<file path="src/rtl/qos_tx_arb_if.sv">
// Stream and statistics bundle for the QoS transmit arbiter.
// The slave modport is the arbiter's view; the master modport is the driver's view.
interface qos_tx_arb_if #(
  parameter int DATA_W = 12,
  parameter int CNT_W  = 8
);
  logic              push_in;
  logic [DATA_W-1:0] data_in;
  logic [3:0]        pause_in;
  logic              push_out;
  logic [DATA_W-1:0] data_out;
  logic [3:0]        almost_full_out;
  logic [3:0]        almost_empty_out;
  logic              req;
  logic [2:0]        idx;
  logic              valid;
  logic [CNT_W-1:0]  data;

  modport slave (
    input  push_in, data_in, pause_in, req, idx,
    output push_out, data_out, almost_full_out, almost_empty_out, valid, data
  );

  modport master (
    output push_in, data_in, pause_in, req, idx,
    input  push_out, data_out, almost_full_out, almost_empty_out, valid, data
  );
endinterface

</file>
<file path="src/rtl/qos_tx_arb.sv">
// QoS transmit arbiter: four per-class FIFOs merged into one stream by
// round-robin, honouring per-class pause from the far end. Includes an
// init/idle/active FSM, latched occupancy thresholds and statistics counters.
module qos_tx_arb #(
  parameter int DATA_W = 12,
  parameter int DEPTH  = 8,
  parameter int CNT_W  = 8
) (
  input  logic              clk,
  input  logic              reset,
  input  logic              init,
  input  logic [3:0]        umbralHigh,
  input  logic [3:0]        umbralLow,
  qos_tx_arb_if.slave       bus,
  output logic              active_out,
  output logic              idle_out
);
  localparam int PTR_W = $clog2(DEPTH);
  localparam int OCC_W = $clog2(DEPTH + 1);

  typedef enum logic [1:0] {
    ST_RESET  = 2'd0,
    ST_INIT   = 2'd1,
    ST_IDLE   = 2'd2,
    ST_ACTIVE = 2'd3
  } state_t;

  state_t            state_q, state_d;
  logic [DATA_W-1:0] mem_q [4][DEPTH];
  logic [PTR_W-1:0]  wr_ptr_q [4];
  logic [PTR_W-1:0]  rd_ptr_q [4];
  logic [OCC_W-1:0]  occ_q [4];
  logic [OCC_W-1:0]  occ_d [4];
  logic [3:0]        thr_high_q, thr_high_d;
  logic [3:0]        thr_low_q, thr_low_d;
  logic [1:0]        rr_q;
  logic [CNT_W-1:0]  sent_q [4];
  logic [CNT_W-1:0]  drop_q;
  logic              push_out_q;
  logic [DATA_W-1:0] data_out_q;
  logic [3:0]        af_q, af_d;
  logic [3:0]        ae_q, ae_d;
  logic              valid_q;
  logic [CNT_W-1:0]  data_q;

  logic [3:0]        elig_s;
  logic              pop_s;
  logic [1:0]        pop_cls_s;
  logic [1:0]        cand_s;
  logic [1:0]        wr_cls_s;
  logic              wr_en_s;
  logic              full_s;
  logic              accept_s;
  logic              drop_s;
  logic              any_d_s;
  logic [CNT_W-1:0]  stat_sel_s;

  assign wr_cls_s = bus.data_in[DATA_W-1 -: 2];
  assign wr_en_s  = bus.push_in && (state_q != ST_RESET);
  assign full_s   = (occ_q[wr_cls_s] == OCC_W'(DEPTH));
  // A full FIFO still takes the word when its head leaves on the same edge.
  assign accept_s = wr_en_s && (!full_s || (pop_s && (pop_cls_s == wr_cls_s)));
  assign drop_s   = wr_en_s && !accept_s;

  // Round-robin pick among non-empty, unpaused classes, starting after last grant.
  always_comb begin
    elig_s    = 4'b0000;
    pop_s     = 1'b0;
    pop_cls_s = 2'd0;
    cand_s    = 2'd0;
    for (int c = 0; c < 4; c++) begin
      elig_s[c] = (occ_q[c] != {OCC_W{1'b0}}) && !bus.pause_in[c];
    end
    if (state_q == ST_ACTIVE) begin
      for (int i = 0; i < 4; i++) begin
        cand_s = rr_q + 2'd1 + 2'(i);
        if (!pop_s && elig_s[cand_s]) begin
          pop_s     = 1'b1;
          pop_cls_s = cand_s;
        end else begin
          pop_s     = pop_s;
        end
      end
    end else begin
      pop_s = 1'b0;
    end
  end

  // Post-edge occupancy, thresholds and the flags derived from them.
  always_comb begin
    any_d_s    = 1'b0;
    af_d       = 4'b0000;
    ae_d       = 4'b0000;
    thr_high_d = (state_q == ST_INIT) ? umbralHigh : thr_high_q;
    thr_low_d  = (state_q == ST_INIT) ? umbralLow  : thr_low_q;
    for (int c = 0; c < 4; c++) begin
      occ_d[c] = occ_q[c];
      if (accept_s && (wr_cls_s == 2'(c)) && !(pop_s && (pop_cls_s == 2'(c)))) begin
        occ_d[c] = occ_q[c] + OCC_W'(1);
      end else if (!(accept_s && (wr_cls_s == 2'(c))) && pop_s && (pop_cls_s == 2'(c))) begin
        occ_d[c] = occ_q[c] - OCC_W'(1);
      end else begin
        occ_d[c] = occ_q[c];
      end
      if (occ_d[c] != {OCC_W{1'b0}}) begin
        any_d_s = 1'b1;
      end else begin
        any_d_s = any_d_s;
      end
      af_d[c] = (occ_d[c] >= thr_high_d);
      ae_d[c] = (occ_d[c] <= thr_low_d);
    end
  end

  // FSM next-state: ACTIVE lingers one cycle after the last word leaves.
  always_comb begin
    state_d = state_q;
    case (state_q)
      ST_RESET:  state_d = ST_INIT;
      ST_INIT:   state_d = init ? ST_INIT : ST_IDLE;
      ST_IDLE: begin
        if (init)         state_d = ST_INIT;
        else if (any_d_s) state_d = ST_ACTIVE;
        else              state_d = ST_IDLE;
      end
      ST_ACTIVE: begin
        if (init)                    state_d = ST_INIT;
        else if (!any_d_s && !pop_s) state_d = ST_IDLE;
        else                         state_d = ST_ACTIVE;
      end
      default:   state_d = ST_RESET;
    endcase
  end

  // Statistics counter select.
  always_comb begin
    stat_sel_s = {CNT_W{1'b0}};
    case (bus.idx)
      3'd0:    stat_sel_s = sent_q[0];
      3'd1:    stat_sel_s = sent_q[1];
      3'd2:    stat_sel_s = sent_q[2];
      3'd3:    stat_sel_s = sent_q[3];
      3'd4:    stat_sel_s = drop_q;
      default: stat_sel_s = {CNT_W{1'b0}};
    endcase
  end

  // FSM state register.
  always_ff @(posedge clk) begin
    if (!reset) state_q <= ST_RESET;
    else        state_q <= state_d;
  end

  // FIFO storage; emptiness is tracked by pointers, so the array needs no reset.
  always_ff @(posedge clk) begin
    if (accept_s) mem_q[wr_cls_s][wr_ptr_q[wr_cls_s]] <= bus.data_in;
  end

  // FIFO pointers and occupancy.
  always_ff @(posedge clk) begin
    for (int c = 0; c < 4; c++) begin
      if (!reset) begin
        wr_ptr_q[c] <= {PTR_W{1'b0}};
        rd_ptr_q[c] <= {PTR_W{1'b0}};
        occ_q[c]    <= {OCC_W{1'b0}};
      end else begin
        if (accept_s && (wr_cls_s == 2'(c))) wr_ptr_q[c] <= wr_ptr_q[c] + PTR_W'(1);
        if (pop_s && (pop_cls_s == 2'(c)))   rd_ptr_q[c] <= rd_ptr_q[c] + PTR_W'(1);
        occ_q[c] <= occ_d[c];
      end
    end
  end

  // Output stream, arbitration pointer, thresholds and occupancy flags.
  always_ff @(posedge clk) begin
    if (!reset) begin
      push_out_q <= 1'b0;
      data_out_q <= {DATA_W{1'b0}};
      rr_q       <= 2'd0;
      thr_high_q <= 4'd0;
      thr_low_q  <= 4'd0;
      af_q       <= 4'b0000;
      ae_q       <= 4'b1111;
    end else begin
      push_out_q <= pop_s;
      if (pop_s) begin
        data_out_q <= mem_q[pop_cls_s][rd_ptr_q[pop_cls_s]];
        rr_q       <= pop_cls_s;
      end
      thr_high_q <= thr_high_d;
      thr_low_q  <= thr_low_d;
      af_q       <= af_d;
      ae_q       <= ae_d;
    end
  end

  // Sent counters wrap; the drop counter saturates.
  always_ff @(posedge clk) begin
    if (!reset) begin
      for (int c = 0; c < 4; c++) sent_q[c] <= {CNT_W{1'b0}};
      drop_q <= {CNT_W{1'b0}};
    end else begin
      for (int c = 0; c < 4; c++) begin
        if (pop_s && (pop_cls_s == 2'(c))) sent_q[c] <= sent_q[c] + CNT_W'(1);
      end
      if (drop_s && (drop_q != {CNT_W{1'b1}})) drop_q <= drop_q + CNT_W'(1);
    end
  end

  // Statistics read port: data holds its last value when no request.
  always_ff @(posedge clk) begin
    if (!reset) begin
      valid_q <= 1'b0;
      data_q  <= {CNT_W{1'b0}};
    end else begin
      valid_q <= bus.req;
      if (bus.req) data_q <= stat_sel_s;
    end
  end

  assign bus.push_out         = push_out_q;
  assign bus.data_out         = data_out_q;
  assign bus.almost_full_out  = af_q;
  assign bus.almost_empty_out = ae_q;
  assign bus.valid            = valid_q;
  assign bus.data             = data_q;
  assign active_out           = (state_q == ST_ACTIVE);
  assign idle_out             = (state_q == ST_IDLE);

endmodule
</file>
<file path="src/flat_wrapper.sv">
// flat-port wrapper written by rule: the top's interface ports become plain ports
module qos_tx_arb_flat 
#(
  parameter int DATA_W = 12,
  parameter int DEPTH  = 8,
  parameter int CNT_W  = 8
)
  (clk, reset, init, umbralHigh, umbralLow, active_out, idle_out, bus_push_in, bus_data_in, bus_pause_in, bus_req, bus_idx, bus_push_out, bus_data_out, bus_almost_full_out, bus_almost_empty_out, bus_valid, bus_data);
  qos_tx_arb_if #(.DATA_W(DATA_W), .CNT_W(CNT_W)) bus_i ();
  input  logic clk;
  input  logic reset;
  input  logic init;
  input  logic [3:0] umbralHigh;
  input  logic [3:0] umbralLow;
  output logic active_out;
  output logic idle_out;
  input wire logic [$bits(bus_i.push_in)-1:0] bus_push_in;
  input wire logic [$bits(bus_i.data_in)-1:0] bus_data_in;
  input wire logic [$bits(bus_i.pause_in)-1:0] bus_pause_in;
  input wire logic [$bits(bus_i.req)-1:0] bus_req;
  input wire logic [$bits(bus_i.idx)-1:0] bus_idx;
  output wire logic [$bits(bus_i.push_out)-1:0] bus_push_out;
  output wire logic [$bits(bus_i.data_out)-1:0] bus_data_out;
  output wire logic [$bits(bus_i.almost_full_out)-1:0] bus_almost_full_out;
  output wire logic [$bits(bus_i.almost_empty_out)-1:0] bus_almost_empty_out;
  output wire logic [$bits(bus_i.valid)-1:0] bus_valid;
  output wire logic [$bits(bus_i.data)-1:0] bus_data;
  assign bus_i.push_in = bus_push_in;
  assign bus_i.data_in = bus_data_in;
  assign bus_i.pause_in = bus_pause_in;
  assign bus_i.req = bus_req;
  assign bus_i.idx = bus_idx;
  assign bus_push_out = bus_i.push_out;
  assign bus_data_out = bus_i.data_out;
  assign bus_almost_full_out = bus_i.almost_full_out;
  assign bus_almost_empty_out = bus_i.almost_empty_out;
  assign bus_valid = bus_i.valid;
  assign bus_data = bus_i.data;
  qos_tx_arb #(.DATA_W(DATA_W), .DEPTH(DEPTH), .CNT_W(CNT_W)) u_core (.clk(clk), .reset(reset), .init(init), .umbralHigh(umbralHigh), .umbralLow(umbralLow), .bus(bus_i), .active_out(active_out), .idle_out(idle_out));
endmodule
</file>
<file path="config.mk">
export PLATFORM = sky130hd
export DESIGN_NAME = qos_tx_arb_flat
export DESIGN_NICKNAME = d
export VERILOG_FILES = /design/src/rtl/qos_tx_arb_if.sv /design/src/rtl/qos_tx_arb.sv /design/src/flat_wrapper.sv
export SDC_FILE = /design/constraint.sdc
export NUM_CORES = 1
export LEC_CHECK = 0
export ABC_AREA = 1
export CAP_MARGIN = 20
export CORE_MARGIN = 5
export CORE_UTILIZATION = 45
export DETAILED_ROUTE_END_ITERATION = 10
export GPL_TIMING_DRIVEN = 0
export PLACE_DENSITY = 0.69
export SKIP_LAST_GASP = 1
export SLEW_MARGIN = 20
export SYNTH_ARGS = -nofsm -noshare
export SYNTH_HDL_FRONTEND = slang
export SYNTH_SLANG_ARGS = --single-unit
</file>
<file path="constraint.sdc">
create_clock -name clk -period 3.58 [get_ports clk]
set_input_delay 0.716 -clock clk [delete_from_list [all_inputs] [get_ports clk]]
set_output_delay 0.716 -clock clk [all_outputs]
set_load 0.02 [all_outputs]
</file>
==> impl_results.md, run 1 <==
* Final Hold Violating Endpoints at 0
* Starting density of the core at 45.4%
* Final Core Density at 55.5%
* Std-Cell Rows at 80
* Leak at 9.45 nW
* Setup ws final at 16.8 ps
* Post-route DRC at 0
* Initial antenna violation count at 1
* Gr usage total at 20.9%
* H-tree levels at 2
* Hold path depth at 3
* CTS Buf Count at 51
* CP endpoint kind: register
* Gpl congestion at 0.921
* Num Clock Sinks at 506
* Fillcell total at 3,813
* CP arrival at 3880 ps
* Hold_sp: bus_req
* Synthesized area at 21,700 um^2
* Worst setup SP type: register
* Max Freq at 281 MHz
* RSZ-0062 raised after global routing: true
* Crit path time final at 3560 ps
* VDD IR max at 371 uV
* Root Driver: clkbuf_16
* Most common cell in the netlist: edfxtp_1
* Final Total Pwr at 0.0138 W
* Max cap viols at 0
* Final net count at 2,115
* CTS tree: yes
* Vias at 15,300
* Status: finished, final reports clean
* HP Class: input port to register
* Largest net degree at the start of global routing at 38
* Synth top area share at 60.9%
* Setup TNS at 0 ps
* DP Area at 23,100 um^2
* Vias per std cell at 5.70
* Vias in the first global route at 14,600
* Fraction of registers with async set/reset at 0%
* Clock Latency Late Sink at 610 ps
* First-pass GRT wire length at 85,400 um
* Layout cells sized above 1 at between 10% and 20%
* Die ar. at 52,700 um^2
* Wire per inst at 21.6 um
* Hold Buf Count CTS at 0
* Post-detailed-route count of antenna-violating nets at 0
* Sequential element share of the synthesized area at 67.0%
* Core Box Area at between 40,000 and 50,000 um^2
* Post-synth top flop: edfxtp_1
* Count of final setup violators at 0
* FF+latch count, synth at ~510
* Synth-to-Final Area Change at 22.2%
* Syn Nets at 1,929
* TritonRoute pass-1 iters at 5
* Max-slew violations at 0
* Post-synth EDFFs at 440
* Width of the die at 230 um
* R2r setup slk at 20 ps
* Largest fanout on the critical path at 12
* Top cells by area, synth: edfxtp_1 (61%), nand2_1 (6.6%), dfxtp_1 (6.1%), a22oi_1 (3.5%), nand4_1 (3.2%)
* DP Worst Slack at -1370 ps
* Post-route cell area at 26,500 um^2
* Total Wirelength at slightly below 60,000 um
* Gr ovfl total at 0
* Crit Path Class: register to register
* Fin crit share at 99.5%
* Critical Path RT at 3900 ps
* Netlist cell types at 52
* Maximum root-to-sink buffer count at 3
* Ports at 64
* Synthesized instance count at 1,844
* Chip height at 230 um
* Final Skew at 20.3 ps
* Commonest cells in the synthesized netlist: edfxtp_1 (440), nand2_1 (384), nor2_1 (141)
* Worst-Margin Slew at 848 ps
* Area leader, netlist: edfxtp_1
* HPWL after DPL at 37,000 um
* Slew headroom at 41.8%
* Initial DRC count at 1,680
* Worst-case reg-to-reg path depth at 19
* Mapped Avg Cell Area at 11.8 um^2
* Hold EP: u_core.bus.valid$_SDFF_PN0_
* R2R Path End: u_core.mem_q[2][52]$_DFFE_PP_
* Launch point of the worst reg-to-reg path: u_core.rr_q[0]$_SDFFE_PN0P_
* I/O Buffers at 62
* Worst-path clk slew at roughly 60 ps
* Synth warnings at 0
* Power per cell area at around 520 nW/um^2
## area by class of cell
cell class              count  area (um^2)  area share (%)
diodes                      1         2.50         0.00944
well taps                 615          769            2.90
clock buffers              64         1410            5.31
plain buffers              75          388            1.46
clock inverters            30          334            1.26
flip-flops and latches    506        14500            54.9
repair buffers            133         1520            5.73
inverters                 117          463            1.75
multi-input cells        1146         7070            26.7
## cells by family (layout without fill, tap and decap cells)
group | after synthesis | in the layout | share of synthesized area (%)
fa+ha+maj | 53 | 53 | 3.06
compound gates | 223 | 223 | 6.69
simple gates | 831 | 831 | 17.9
buf+inv | 192 | 419 | 3.69
flops | 506 | 506 | 67.0
xor+xnor | 33 | 33 | 1.37
mux | 6 | 6 | 0.277
other cells | 0 | 1 | 0
## power breakdown
group,switching [W],internal [W]
logic,0.00106,0.000616
registers,0.0000673,0.00653
clock network,0.00233,0.00317
## registers in the layout, indices dropped and copies added (netlist names), 4 cells and up
register / cells
u_core.rd_ptr_q: 12
u_core.thr_low_q: 4
u_core.occ_q: 16
u_core.sent_q: 32
u_core.bus.almost_empty_out: 4
u_core.mem_q: 384
u_core.drop_q: 8
u_core.wr_ptr_q: 12
u_core.bus.data: 8
u_core.thr_high_q: 4
u_core.bus.data_out: 12
u_core.bus.almost_full_out: 4
## timing repair
action | in CTS | in global routing
hold endpoints to repair | 0 | 0
pin swaps | 11 | 60
buffers inserted | 14 | 55
gates resized for setup | 96 | 116
endpoints found under the setup margin | 406 | 413
## stage by stage
step           hold slack [ps]  instances
2_1_floorplan              452       1844
3_3_place_gp               458       2521
3_5_place_dp               467       2523
4_1_cts                    438       2631
5_1_grt                    498       2686
6_report                   462       2687
## layout by cell type, fill, tap and decap left out, types with 35 or more instances in the layout
cell type	n
nor2_1	105
nor2_4	35
dfxtp_1	56
ha_1	44
nand2_1	360
nand4_1	111
buf_12	35
edfxtp_1	440
a21oi_1	46
o21ai_0	41
clkdlybuf4s50_1	50
inv_1	88
clkbuf_16	52
a22oi_1	100
clkbuf_1	36
buf_4	43
nand3_1	109
## layer usage
metal	vias up	global-route usage [%]	share of wire, %
li1	7048	-	-
met1	7429	28.8	40
met2	696	33.3	47
met3	132	4.26	9.5
met4	0	7.24	3.6
met5	-	0	0
## how the worst max path moves through the flow
stage | endpoint | depth (start not counted) | slack (ps) | startpoint
4_1_cts | u_core.bus.data_out[9]$_SDFFE_PN0P_ | 23 | 0.01 | u_core.occ_q[3][0]$_SDFF_PN0_
6_report | u_core.mem_q[2][52]$_DFFE_PP_ | 19 | 20 | u_core.rr_q[0]$_SDFFE_PN0P_
3_3_place_gp | u_core.mem_q[3][49]$_DFFE_PP_ | 11 | -2750 | bus_data_in[10]
2_1_floorplan | u_core.bus.almost_full_out[0]$_SDFF_PN0_ | 25 | 180 | bus_pause_in[2]
3_5_place_dp | u_core.mem_q[2][15]$_DFFE_PP_ | 12 | -1370 | bus_data_in[11]
5_1_grt | u_core.bus.almost_full_out[0]$_SDFF_PN0_ | 25 | -100 | u_core.rr_q[0]$_SDFFE_PN0P_
## worst max-delay path: stages, from the launching register on
cell	delay, ps
dfxtp_2	330
buf_6	140
clkinvlp_4	220
nand3_4	170
nand3_1	100
nand2_2	120
nand4_4	130
nand2_2	90
nand2_2	60
nand2_4	110
nand2_2	80
nand2_1	80
nand3_2	100
nand2_4	110
buf_12	150
nand2_1	70
nor2_1	350
nand2_1	440
nor2_4	250
buf_12	160
(Power assumes the default switching activity.)
==> run 2: changes to the inputs <==
--- a/config.mk
+++ b/config.mk
@@ -11,6 +11,7 @@
 export CORE_UTILIZATION = 45
 export DETAILED_ROUTE_END_ITERATION = 10
 export GPL_TIMING_DRIVEN = 0
+export MAX_ROUTING_LAYER = met4
 export PLACE_DENSITY = 0.69
 export SKIP_LAST_GASP = 1
 export SLEW_MARGIN = 20
==> run 2 against run 1 <==
  * Final area decreased by 0.46%
  * Clock skew is 3.6 ps lower
  * Highest routed layer unchanged
  * Setup slack improved by 20 ps
==> impl_results.md, run 2 (same netlist as run 1, synthesis figures left out) <==
* Max reg flops at 384 (unchanged)
* Post-route DRC at 0 (unchanged)
* HP Class: register to register
* Core Box Area at 47,700 um^2 (unchanged)
* Starting density of the core at 45.4% (unchanged)
* Layout cells sized above 1 at 17.8% (-0.49 points)
* Vias at 15,300 (+0.25%)
* Max Freq at 282 MHz (+0.57%)
* Antenna diodes at 0 (-1)
* Final Skew at 16.7 ps (-3.60 ps)
* Total Wirelength at 58,500 um (+0.71%)
* H-tree levels at 2 (unchanged)
* Gr ovfl total at 0 (unchanged)
* WHS at 472 ps (+9.94 ps)
* Root Driver: clkbuf_16
* Fin crit share at 99.0% (-0.57 points)
* Wire per inst at 21.7 um (+0.49%)
* Slew headroom at 47.0% (+5.2 points)
* Most frequent cells in the layout: edfxtp_1 (440), nand2_1 (364), nand4_1 (111)
* Worst-Margin Slew at 795 ps (-53.1 ps)
* Width of the die at 230 um (unchanged)
* Initial DRC count at 1,994 (+19%)
* Maximum root-to-sink buffer count at 3 (unchanged)
* Worst-case reg-to-reg path depth at 22 (+3)
* Clock Latency Late Sink at 600 ps (about the same)
* Synth-to-Final Area Change at 21.6%
* Hold_sp: u_core.bus.data[0]$_SDFFE_PN0P_
* Die ar. at 52,700 um^2 (unchanged)
* RSZ-0062 raised after global routing: true
* Leak at 9.45 nW (about the same)
* Vias in the first global route at 14,800 (+1.5%)
* P_int at 0.0101 W (-1.7%)
* Placed Cells at 2,524 (+0.040%)
* Final Total Pwr at 0.0135 W (-1.8%)
* CTS Buf Count at 50 (-2.0%)
* Final net count at 2,122 (+0.33%)
* Post-detailed-route count of antenna-violating nets at 0 (unchanged)
* Chip height at 230 um (unchanged)
* Ports at 64 (unchanged)
* Hold EP: u_core.bus.data[0]$_SDFFE_PN0P_
* VDD IR max at 408 uV (+10%)
* Status: finished, final reports clean
* Vias per std cell at 5.70 (about the same)
* CP arrival at 4070 ps (+190 ps)
* HPWL after DPL at 37,400 um (+1.1%)
* Final Hold Violating Endpoints at 0 (unchanged)
* First-pass GRT wire length at 86,200 um (+1.0%)
* Power per cell area at 513 nW/um^2 (-1.3%)
* Critical Path RT at 4100 ps (+200 ps)
* Gate power share at 12.6% (+0.4 points)
* Finished Layout Cells at 2,693 (+0.22%)
* Most common cell after layout, fill and taps aside: edfxtp_1
* Largest fanout on the critical path at 10 (-2)
* Crit path time final at 3540 ps (-20.3 ps)
* R2R Path End: u_core.bus.data_out[10]$_SDFFE_PN0P_
* Worst-path clk slew at 70 ps (about the same)
* Worst setup SP type: register
* I/O Buffers at 62 (unchanged)
* Clk pwr share at 38.6% (-1.3 points)
* TritonRoute pass-1 iters at 6 (+1)
* Largest net degree at the start of global routing at 37 (-2.6%)
* Switching fraction of total power at 25.0% (-0.087 points)
* Num Clock Sinks at 506 (unchanged)
* CTS tree: yes
* Launch point of the worst reg-to-reg path: u_core.occ_q[3][1]$_SDFF_PN0_
* R2r setup slk at 40 ps (+20 ps)
* Max cap viols at 0 (unchanged)
* Gr usage total at 21.8% (+0.90 points)
* Max-slew violations at 0 (unchanged)
* Crit Path Class: register to register
* Psw at 0.00338 W (-2.1%)
* CP endpoint kind: register
* Hold path depth at 2 (-1)
* Initial antenna violation count at 0 (-1)
* Seq pwr share at 48.8% (+0.9 points)
* Std-Cell Rows at 80 (unchanged)
* Count of final setup violators at 0 (unchanged)
* Gpl congestion at 0.989 (+7.4%)
* Hold Buf Count CTS at 0 (unchanged)
-- run 2: final cells by class --
type	instances	area (um^2)
buffer	75	392
sequential	506	14600
fill	3842	21400
tap	615	769
multi-input combinational	1146	7020
inverter	117	473
timing repair buffer	141	1560
clock inverter	21	231
clock buffer	72	1380
-- run 2: worst max path at each step --
stage	startpoint	endpoint	slack (ps)	depth (start not counted)
floorplan	bus_pause_in[2]	u_core.bus.almost_full_out[0]$_SDFF_PN0_	180	25
global placement	bus_data_in[10]	u_core.mem_q[3][49]$_DFFE_PP_	-2780	11
detailed placement	bus_data_in[11]	u_core.mem_q[2][27]$_DFFE_PP_	-1370	12
CTS	u_core.occ_q[2][0]$_SDFF_PN0_	u_core.bus.almost_full_out[0]$_SDFF_PN0_	4	27
global route	u_core.rr_q[0]$_SDFFE_PN0P_	u_core.bus.almost_full_out[0]$_SDFF_PN0_	-70	26
finish	u_core.occ_q[3][1]$_SDFF_PN0_	u_core.bus.data_out[10]$_SDFFE_PN0P_	40	22
-- run 2: power by group through the flow --
stage	Combinational [W]	Sequential, W	Clock [W]
4_1_cts	0.00149	0.00659	0.00528
5_1_grt	0.00185	0.00660	0.00555
6_report	0.00171	0.00659	0.00522
2_1_floorplan	0.000845	0.00674	0
3_3_place_gp	0.00138	0.00672	0
3_5_place_dp	0.00142	0.00672	0
-- run 2: what timing repair did --
action | 4_1_cts | 5_1_grt
pin swaps | 31 | 40
cloned | 0 | 2
endpoints found under the setup margin | 418 | 416
resized for setup | 104 | 114
setup buffers | 36 | 38
-- run 2: worst max-delay path, cell delays in order, from the launching register on --
cell and delay [ps]:
dfxtp_4 370, inv_4 60, ha_4 140, nand3_4 110, nand3_4 130, nand2_2 70, nand2_1 80, inv_1 40
a21oi_1 130, nand2_1 80, nand2_1 70, nand2_2 80, nand2_4 130, inv_2 70, nor2_4 180, buf_4 190
clkbuf_1 590, nand2_1 190, nand4_1 170, nand3_1 190, nand3_1 130, nand2_1 100, a21oi_1 140
-- run 2: metrics by stage --
| step | setup TNS [ps] | cell area (um^2) | utilization (%) | setup slack [ps] |
|---|---|---|---|---|
| 2_1_floorplan | 0 | 21700 | - | 182 |
| 3_3_place_gp | -1113680 | 23100 | 48.3 | -2780 |
| 3_5_place_dp | -505450 | 23100 | 48.3 | -1370 |
| 4_1_cts | 0 | 25600 | 53.6 | 3.62 |
| 5_1_grt | -1750 | 26400 | 55.2 | -73.3 |
| 6_report | 0 | 26400 | 55.2 | 37.0 |
-- run 2: metal layers --
layer,GRT usage (%),routed length [um],vias up
met5,-,0,-
met4,7.71,2030,0
met3,3.86,5420,134
met2,34.3,27900,736
met1,28.8,23200,7405
li1,-,-,7068
==> run 3: changes to the inputs <==
--- a/config.mk
+++ b/config.mk
@@ -13,6 +13,7 @@
 export GPL_TIMING_DRIVEN = 0
 export MAX_ROUTING_LAYER = met4
 export PLACE_DENSITY = 0.69
+export SKIP_CTS_REPAIR_TIMING = 1
 export SKIP_LAST_GASP = 1
 export SLEW_MARGIN = 20
 export SYNTH_ARGS = -nofsm -noshare
==> run 3 against run 2 <==
  * Critical path depth rose by 3
  * Clock skew rose by 0.64 ps
  * First-iteration DRC count is 13% lower
  * Combinational power about the same
  * Global-route usage shrank 0.58 points
  * Total power fell by 0.15%
  * Clock power is essentially flat
  * Count of clock-buffer cells in the layout unchanged
  * Core utilization is 0.076 points higher
  * Setup slack improved by 3.5 ps
==> impl_results.md, run 3 (same netlist as run 1, synthesis figures left out) <==
* R2R Path End: u_core.bus.almost_full_out[1]$_SDFF_PN0_
* Register Area at 14,600 um^2 (about the same)
* Gr ovfl total at 0 (unchanged)
* Max stage delay on crit path at 380 ps (-210 ps)
* Cell repeated most along the worst path: nand2_1
* Hold_sp: u_core.bus.data[0]$_SDFFE_PN0P_
* Max reg flops at 384 (unchanged)
* Count of final setup violators at 0 (unchanged)
* HP Class: register to register
* Max-slew violations at 0 (unchanged)
* Post-route DRC at 0 (unchanged)
* CTS tree: yes
* Die ar. at 52,700 um^2 (unchanged)
* Launch point of the worst reg-to-reg path: u_core.occ_q[3][1]$_SDFF_PN0_
* Leak at 9.46 nW (+0.12%)
* Num Clock Sinks at 506 (unchanged)
* HPWL after DPL at 37,400 um (unchanged)
* Post-detailed-route count of antenna-violating nets at 0 (unchanged)
* Layout cells sized above 1 at 18.2% (+0.40 points)
* Largest fanout on the critical path at 10 (unchanged)
* Initial antenna violation count at 0 (unchanged)
* Starting density of the core at 45.4% (unchanged)
* Post-route cell area at 26,400 um^2 (+0.14%)
* RSZ-0062 raised after global routing: true
* Total Wirelength at 57,900 um (-1.0%)
* H-tree levels at 2 (unchanged)
* Critical Path RT at 4080 ps (-20 ps)
* Final Core Density at 55.3% (+0.076 points)
* Area of the multi-input gates at 7090 um^2 (+1.0%)
* Final Total Pwr at 0.0135 W (-0.15%)
* Crit path time final at 3540 ps (-3.46 ps)
* Max cap viols at 0 (unchanged)
* Max Freq at 283 MHz (about the same)
* DP Area at 23,100 um^2 (unchanged)
* Finished Layout Cells at 2,691 (-0.074%)
* R2r setup slk at 40 ps (about the same)
* Gpl congestion at 0.989 (unchanged)
* I/O Buffers at 62 (unchanged)
* Worst setup SP type: register
* CP bufs+invs at 5 (unchanged)
* Largest net degree at the start of global routing at 37 (unchanged)
* Placed Cells at 2,524 (unchanged)
* Core Box Area at 47,700 um^2 (unchanged)
* Vias per std cell at 5.70 (+0.10%)
* Vias in the first global route at 14,500 (-2.3%)
* VDD IR max at 408 uV (about the same)
* Chip height at 230 um (unchanged)
* Most frequent cells in the layout: edfxtp_1 (440), nand2_1 (362), nand4_1 (111)
* Gr usage total at 21.2% (-0.58 points)
* Crit Path Class: register to register
* Power per cell area at 511 nW/um^2 (-0.29%)
* Worst-case reg-to-reg path depth at 25 (+14%)
* Setup TNS at 0 ps (unchanged)
* Vias at 15,300 (+0.026%)
* Wire per inst at 21.5 um (-0.93%)
* Worst-path clk slew at 70 ps (about the same)
* Root Driver: clkbuf_16
* Final net count at 2,120 (-0.094%)
* Clock Latency Late Sink at 600 ps (about the same)
* Hold path depth at 2 (unchanged)
* Maximum root-to-sink buffer count at 3 (unchanged)
* Antenna diodes at 0 (unchanged)
* Synth-to-Final Area Change at 21.8%
* Std-Cell Rows at 80 (unchanged)
* Delay-heaviest family, CP: simple AND/OR/NAND/NOR gates
* CP arrival at 4040 ps (-30 ps)
* Final Hold Violating Endpoints at 0 (unchanged)
* CP endpoint kind: register
* Fin crit share at 98.9% (about the same)
* Status: finished, final reports clean
* Crit-path slowest cell: dfxtp_4
* Most common cell after layout, fill and taps aside: edfxtp_1
* Slew headroom at 48.4% (+1.4 points)
* First-pass GRT wire length at 84,000 um (-2.5%)
* Final Skew at 17.4 ps (+0.636 ps)
* Worst-Margin Slew at 753 ps (-42.3 ps)
* Width of the die at 230 um (unchanged)
* Ports at 64 (unchanged)
* Fillcell total at 3,850 (+0.21%)
* CTS Buf Count at 50 (unchanged)
* TritonRoute pass-1 iters at 5 (-1)
* Hold EP: u_core.bus.data[0]$_SDFFE_PN0P_
* Initial DRC count at 1,725 (-13%)
==> run 3: cell types whose count changed in the layout (fill, tap and decap cells not counted), moves of 3 or more <==
cell / before / now
buf_2: 30 / 27
nand2_4: 14 / 17
nand3_2: 16 / 19
ha_1: 47 / 44
clkbuf_1: 48 / 45
==> run 3: worst max-delay path by stage <==
stage          slack (ps)                     startpoint  depth (start not counted)                                        to
2_1_floorplan         180                bus_pause_in[2]                         25  u_core.bus.almost_full_out[0]$_SDFF_PN0_
3_3_place_gp        -2780                bus_data_in[10]                         11             u_core.mem_q[3][49]$_DFFE_PP_
3_5_place_dp        -1370                bus_data_in[11]                         12             u_core.mem_q[2][27]$_DFFE_PP_
4_1_cts              -770  u_core.occ_q[3][0]$_SDFF_PN0_                         20             u_core.mem_q[3][49]$_DFFE_PP_
5_1_grt              -130  u_core.occ_q[3][1]$_SDFF_PN0_                         30  u_core.bus.almost_full_out[0]$_SDFF_PN0_
6_report               40  u_core.occ_q[3][1]$_SDFF_PN0_                         25  u_core.bus.almost_full_out[1]$_SDFF_PN0_
==> run 3: final cells by class <==
cell class,count,area share [%]
Tap cell,615,2.91
Buffer,74,1.53
Clock buffer,72,5.21
Timing Repair Buffer,140,5.76
Sequential cell,506,55.1
Inverter,117,1.77
Multi-Input combinational cell,1146,26.9
Clock inverter,21,0.876
==> run 3: stage by stage <==
| step | hold slack (ps) | setup slack (ps) |
|---|---|---|
| final | 470 | 40.5 |
| after global routing | 498 | -131 |
| after CTS | 456 | -765 |
| after detailed placement | 456 | -1370 |
| after global placement | 459 | -2780 |
| after floorplan | 452 | 182 |
==> run 3: worst reg2reg max path, stage by stage (launching register included) <==
cell      delay [ps]
dfxtp_4          380
inv_4             50
ha_4             160
nand3_4          110
nand3_4          120
nand2_2          110
nand2_1           60
nand2_1           90
nand3_2           70
nand2_1           80
nand2_1           70
nand2_2          100
nand2_4          100
buf_4            150
nand2_2          170
clkinv_2         270
nand2_4          180
nand2_4           80
xor2_4           250
ha_4             240
inv_2             40
a21boi_1          50
o21a_1           160
o21a_1           160
o21ai_1          140
inv_1             50
==> run 3: report_power, final <==
| part | switching (W) | internal, W | leakage (nW) |
|---|---|---|---|
| Clock | 0.00223 | 0.00298 | 0.777 |
| Sequential | 0.0000680 | 0.00653 | 4.58 |
| Combinational | 0.00107 | 0.000635 | 4.11 |
| Total | 0.00337 | 0.0101 | 9.46 |
==> run 3: per-layer routing <==
layer	wire (um)	track usage [%]	vias up	part of all wire, %
met2	27500	33.3	668	47
met1	23400	28.3	7503	40
met3	5150	3.64	118	8.9
met5	0	-	-	0
li1	-	-	7058	-
met4	1920	7.14	0	3.3
